--- src/rtl/tdc_pkg.sv ---
// Shared constants and types for the TDC batch averager.
// Width defaults, rejection-count width and output-state encoding.
package tdc_pkg;

  localparam int DW_DEF     = 20;
  localparam int LOG2_N_DEF = 4;
  localparam int REJ_W      = 8;

  typedef enum logic {
    EMPTY = 1'b0,
    FULL  = 1'b1
  } out_st_t;

endpackage

--- src/rtl/tdc_out_reg.sv ---
// Output holding register for batch results.
// A one-deep EMPTY/FULL buffer with a sticky overflow flag.
module tdc_out_reg
  import tdc_pkg::*;
#(
  parameter int DW = DW_DEF
) (
  input  logic             clk,
  input  logic             rst,
  input  logic             clr,
  input  logic             load,
  input  logic [DW-1:0]    ld_data,
  input  logic [DW-1:0]    ld_min,
  input  logic [DW-1:0]    ld_max,
  input  logic [REJ_W-1:0] ld_rej,
  input  logic             o_ready,
  output logic [DW-1:0]    o_data,
  output logic [DW-1:0]    o_min,
  output logic [DW-1:0]    o_max,
  output logic [REJ_W-1:0] o_rej,
  output logic             o_dval,
  output logic             o_ovf
);

  out_st_t st;
  out_st_t nxt;
  logic    cap;
  logic    set_ovf;

  always_ff @(posedge clk) begin
    if (rst || clr) begin
      st <= EMPTY;
    end else begin
      st <= nxt;
    end
  end

  always_comb begin
    nxt = st;
    unique case (st)
      EMPTY: begin
        if (load) nxt = FULL;
      end
      FULL: begin
        if (!load && o_ready) nxt = EMPTY;
      end
      default: nxt = EMPTY;
    endcase
  end

  // A result arriving while the held one is unaccepted is dropped.
  always_comb begin
    cap     = 1'b0;
    set_ovf = 1'b0;
    o_dval  = 1'b0;
    unique case (st)
      EMPTY: begin
        cap = load;
      end
      FULL: begin
        o_dval  = 1'b1;
        cap     = load && o_ready;
        set_ovf = load && !o_ready;
      end
      default: begin
        cap = 1'b0;
      end
    endcase
  end

  always_ff @(posedge clk) begin
    if (rst) begin
      o_data <= '0;
      o_min  <= '0;
      o_max  <= '0;
      o_rej  <= '0;
    end else if (cap && !clr) begin
      o_data <= ld_data;
      o_min  <= ld_min;
      o_max  <= ld_max;
      o_rej  <= ld_rej;
    end
  end

  always_ff @(posedge clk) begin
    if (rst || clr) begin
      o_ovf <= 1'b0;
    end else if (set_ovf) begin
      o_ovf <= 1'b1;
    end
  end

endmodule

--- src/rtl/tdc_avg.sv ---
// Windowed batch averager for TDC difference samples.
// Emits rounded mean, min, max and reject count per 2^LOG2_N samples.
module tdc_avg
  import tdc_pkg::*;
#(
  parameter int DW     = DW_DEF,
  parameter int LOG2_N = LOG2_N_DEF
) (
  input  logic             clk,
  input  logic             rst,
  input  logic             i_dval,
  input  logic [DW-1:0]    i_data,
  input  logic [DW-1:0]    win_lo,
  input  logic [DW-1:0]    win_hi,
  input  logic             clr,
  output logic [DW-1:0]    o_data,
  output logic [DW-1:0]    o_min,
  output logic [DW-1:0]    o_max,
  output logic [REJ_W-1:0] o_rej,
  output logic             o_dval,
  input  logic             o_ready,
  output logic             o_ovf
);

  localparam int AW = DW + LOG2_N;
  localparam int CW = (LOG2_N > 0) ? LOG2_N : 1;
  localparam int N  = 1 << LOG2_N;
  localparam logic [AW-1:0] HALF = AW'((1 << LOG2_N) >> 1);
  localparam logic [CW-1:0] LAST = CW'(N - 1);
  localparam logic [REJ_W-1:0] RMAX = '1;

  logic [AW-1:0]    acc;
  logic [CW-1:0]    cnt;
  logic [DW-1:0]    mn;
  logic [DW-1:0]    mx;
  logic [REJ_W-1:0] rej;

  logic             in_win;
  logic             take;
  logic             drop;
  logic             last;
  logic [AW-1:0]    sum;
  logic [AW-1:0]    rsum;
  logic [DW-1:0]    avg;
  logic [DW-1:0]    nmn;
  logic [DW-1:0]    nmx;

  logic             pend;
  logic [DW-1:0]    p_data;
  logic [DW-1:0]    p_min;
  logic [DW-1:0]    p_max;
  logic [REJ_W-1:0] p_rej;

  assign in_win = (i_data >= win_lo) && (i_data <= win_hi);
  assign take   = i_dval && in_win && !clr;
  assign drop   = i_dval && !in_win && !clr;
  assign last   = take && (cnt == LAST);

  // N*(2^DW-1) + N/2 still fits in AW bits, so no wrap.
  assign sum  = acc + AW'(i_data);
  assign rsum = sum + HALF;
  assign avg  = rsum[AW-1:LOG2_N];
  assign nmn  = (i_data < mn) ? i_data : mn;
  assign nmx  = (i_data > mx) ? i_data : mx;

  always_ff @(posedge clk) begin
    if (rst || clr || last) begin
      acc <= '0;
      cnt <= '0;
      mn  <= '1;
      mx  <= '0;
      rej <= '0;
    end else begin
      if (take) begin
        acc <= sum;
        cnt <= cnt + CW'(1);
        mn  <= nmn;
        mx  <= nmx;
      end
      if (drop && rej != RMAX) begin
        rej <= rej + REJ_W'(1);
      end
    end
  end

  // Result staging: handed to the output buffer one edge later.
  always_ff @(posedge clk) begin
    if (rst) begin
      pend   <= 1'b0;
      p_data <= '0;
      p_min  <= '0;
      p_max  <= '0;
      p_rej  <= '0;
    end else if (clr) begin
      pend <= 1'b0;
    end else begin
      pend <= last;
      if (last) begin
        p_data <= avg;
        p_min  <= nmn;
        p_max  <= nmx;
        p_rej  <= rej;
      end
    end
  end

  tdc_out_reg #(
    .DW(DW)
  ) u_out (
    .clk     (clk),
    .rst     (rst),
    .clr     (clr),
    .load    (pend),
    .ld_data (p_data),
    .ld_min  (p_min),
    .ld_max  (p_max),
    .ld_rej  (p_rej),
    .o_ready (o_ready),
    .o_data  (o_data),
    .o_min   (o_min),
    .o_max   (o_max),
    .o_rej   (o_rej),
    .o_dval  (o_dval),
    .o_ovf   (o_ovf)
  );

endmodule

--- config.mk ---
export PLATFORM = sky130hd
export DESIGN_NAME = tdc_avg
export DESIGN_NICKNAME = d
export VERILOG_FILES = /design/src/rtl/tdc_pkg.sv /design/src/rtl/tdc_out_reg.sv /design/src/rtl/tdc_avg.sv
export SDC_FILE = /design/constraint.sdc
export NUM_CORES = 1
export LEC_CHECK = 0
export CORE_MARGIN = 2
export CORE_UTILIZATION = 58
export DETAILED_ROUTE_END_ITERATION = 8
export GPL_ROUTABILITY_DRIVEN = 0
export GPL_TIMING_DRIVEN = 0
export PLACE_DENSITY = 0.82
export SLEW_MARGIN = 20
export SYNTH_ARGS = -nofsm -noshare
export SYNTH_HDL_FRONTEND = slang
export SYNTH_SLANG_ARGS = --single-unit
--- constraint.sdc ---
create_clock -name clk -period 5.85 [get_ports clk]
set_clock_uncertainty 0.05 [all_clocks]
set_input_delay 0.585 -clock clk [delete_from_list [all_inputs] [get_ports clk]]
set_output_delay 0.585 -clock clk [all_outputs]
set_load 0.02 [all_outputs]
==> flow_summary_export.csv <==
group,metric,value,unit
worst_setup_path,worstPathArrival,5.26,ns
power_and_ir_drop,p_leak,0.005581,uW
cts,h-tree-depth,1,
grt,grt_pass1_vias,10245,
synth,synth_area,0.01173,mm^2
detailed_routing,drtIter0Drc,798,
layout,drive_gt1_share,4.501,%
cts,post_cts_resized,0,
floorplanning,dieArea,0.02138,mm^2
layout,fin_util,70.30,%
layout,nFillCells,1681,
power_and_ir_drop,power.density,227.9,mW/mm^2
synth,yosys_warnings,0,
floorplanning,start_util,58.54,%
synth,synth.distinct_cells,77,
worst_setup_path,critPathMaxFanout,10,
sta,tightestPinTransition,1.002,ns
detailed_routing,drc,0,
layout,seq_area,0.004304,mm^2
sta,post-route-min-period,4.914,ns
cts,cts_tree,"yes",
cts,post-cts-setup-buffers,0,
cts,cts_hold_buf,0,
cts,cts_sinks,215,
synth,synth-seq-cells,215,
floorplanning,die_w,146.2,um
detailed_routing,dr_total_vias,11157,
synth,synthTopCellsByCount,"nand2_1, dfxtp_1, nor2_1",
synth,syn_inst,1475,
worst_setup_path,endpoint_kind,"flip-flop",
detailed_routing,wl,32.86,mm
placement,hpwl,24.33,mm
sta,finalWorstSetupSlack,0.9357,ns
sta,fin_setup_tns,0,ns
synth,synth_fp_nets,1643,
worst_setup_path,cp_data_required_time,6.20,ns
sta,rsz0062_at_grt,"false",
synth,synth_top_area_share,36.69,%
floorplanning,die_y,146.2,um
detailed_routing,ant_nets,0,
synth,ys_seq_area_share,36.69,%
synth,synth_edf_count,0,
grt,gr-total-overflow,0,
power_and_ir_drop,max-vdd-ir-drop,260.1,uV
floorplanning,row_count,52,
grt,grt_pass1_wl,52.00,mm
worst_setup_path,cp-start-kind,"primary input",
synth,synth_top_cell_by_area,"dfxtp_1",
sta,setup_viol,0,
synth,synthFlopType,"dfxtp_1",
synth,async_flop_share,0,%
outcome,status,"completed",
grt,grt.total_usage,29.83,%
layout,antenna_cells,0,
layout,nets,1800,
sta,finalHoldViolations,0,
synth,yosysMostFrequentCell,"nand2_1",
detailed_routing,first_pass_iters,5,
sta,holdWs,0.4008,ns
cts,cts-root-buf,"clkbuf_16",
detailed_routing,wl_per_cell,17.17,um
sta,fmax,0.2035,GHz
floorplanning,io_pins,135,
detailed_routing,drt-vias-per-instance,5.829,
grt,grt_max_degree,15,
cts,cts_made_buffers,22,
placement,numPortBuffers,133,
cts,insertion_delay,0.51,ns
flow_run,cap_viol_max_count,0,
sta,finalMaxSlewViolations,0,
synth,synth_area_leaders,"dfxtp_1, ha_1, a21oi_1, nand2_1, nor2_1",
hold_path,min_path_type,"reg2reg",
cts,cts_buffer_depth,3,
sta,maxSlewHeadroom,33.07,%
placement,place_ws,0.6076,ns
layout,multi_input_area,0.006766,mm^2
grt,antenna_found_initial,0,
layout,area_delta_synth_final,20.11,%
worst_setup_path,worst-setup-path-type,"in2reg",
sta,fin_crit_sh,84.00,%
floorplanning,core,0.02004,mm^2
cts,path_clk_slew,0.06,ns
synth,avgSynthCellArea,7.953,um^2
-- kinds of logic after synthesis --
kind of cell	after synthesis	synth area share, %
AND/OR/NAND/NOR	573	22.25
AO/OA/AOI/OAI	331	17.53
flip-flops	215	36.69
buffers and inverters	170	5.621
adder cells (fa/ha/maj)	103	11.05
XOR/XNOR	45	3.616
multiplexers	38	3.243
-- cell type report --
type / count / area share, %
plain buffers: 85 / 2.416
well taps: 270 / 2.398
multi-input cells: 1090 / 48.03
flip-flops and latches: 215 / 30.55
clock inverters: 7 / 0.5861
clock buffers: 29 / 4.307
repair buffers: 133 / 9.449
inverters: 85 / 2.265
-- stage by stage --
stage | cell area (um^2) | instances | power (uW)
after floorplan | 11730 | 1475 | 1733
after global placement | 13400 | 1878 | 1870
after detailed placement | 13400 | 1878 | 1881
after CTS | 14090 | 1914 | 3211
after global routing | 14090 | 1914 | 3311
final | 14090 | 1914 | 3211
-- registers in the layout (all words and copies together) (netlist names) --
| name | cells |
|---|---|
| p_rej | 8 |
| p_max | 20 |
| cnt | 4 |
| u_out.o_ovf | 1 |
| u_out.st | 1 |
| rej | 8 |
| p_min | 20 |
| mx | 20 |
| mn | 20 |
| u_out.o_max | 20 |
| u_out.o_rej | 8 |
| u_out.o_data | 20 |
| pend | 1 |
| p_data | 20 |
| u_out.o_min | 20 |
| acc | 24 |
-- worst paths after layout --
| kind | slack [ns] | endpoint | depth (start not counted) | from |
|---|---|---|---|---|
| max reg2reg | 1.87 | p_data[19] | 14 | acc[0] |
| min | 0.40 | p_rej[6] | 2 | p_rej[6] |
| min reg2reg | 0.40 | p_rej[6] | 2 | p_rej[6] |
| max | 0.94 | p_data[1] | 15 | i_data[15] |
-- worst max-delay path, cell delays in order --
cell and delay (ns):
clkdlybuf4s50_1 0.93, ha_1 0.36, a21oi_1 0.14, o21ai_0 0.09, a21oi_1 0.21, nand2_1 0.07
o21ai_1 0.52, and3_1 0.25, clkbuf_1 0.31, and4_1 0.25, clkbuf_1 0.23, clkbuf_1 0.52
buf_2 0.42, nor2_1 0.10, a211oi_1 0.24
-- cell usage in the layout, fill, tap and decap left out, types with 4 or more instances in the layout --
| master | count |
|---|---|
| nand4_1 | 24 |
| o21ai_1 | 6 |
| buf_2 | 10 |
| o211ai_1 | 7 |
| a21o_1 | 19 |
| and3_1 | 11 |
| nor2b_1 | 8 |
| and4_1 | 4 |
| nand2_1 | 222 |
| nand3b_1 | 4 |
| clkbuf_16 | 22 |
| xnor2_1 | 23 |
| or3_1 | 6 |
| a211oi_1 | 63 |
| ha_1 | 102 |
| or4_1 | 6 |
| and2_1 | 4 |
| nor3_1 | 20 |
| nor4_1 | 6 |
| clkdlybuf4s50_1 | 133 |
| xor2_1 | 18 |
| mux2i_1 | 38 |
| nand3_1 | 52 |
| o21ai_0 | 25 |
| clkbuf_1 | 70 |
| dfxtp_1 | 215 |
| a21oi_1 | 171 |
| nand2b_1 | 5 |
| nor2_1 | 176 |
| buf_1 | 6 |
| inv_1 | 85 |
| o21a_1 | 7 |
-- where the power goes --
part	leakage (uW)	internal, uW	switching, uW
logic	0.00351	147	237
clock network	0.000339	777	576
registers	0.00173	1470	4.27
total	0.00558	2390	817
-- per-layer routing --
layer	global-route usage [%]	vias up	share of wire [%]
met4	8.301	0	2.7
met2	52.55	436	48
met3	4.625	66	7.8
li1	-	5416	-
met5	0	-	0
met1	38.07	5239	42
Power figures use the tool's default switching activity.
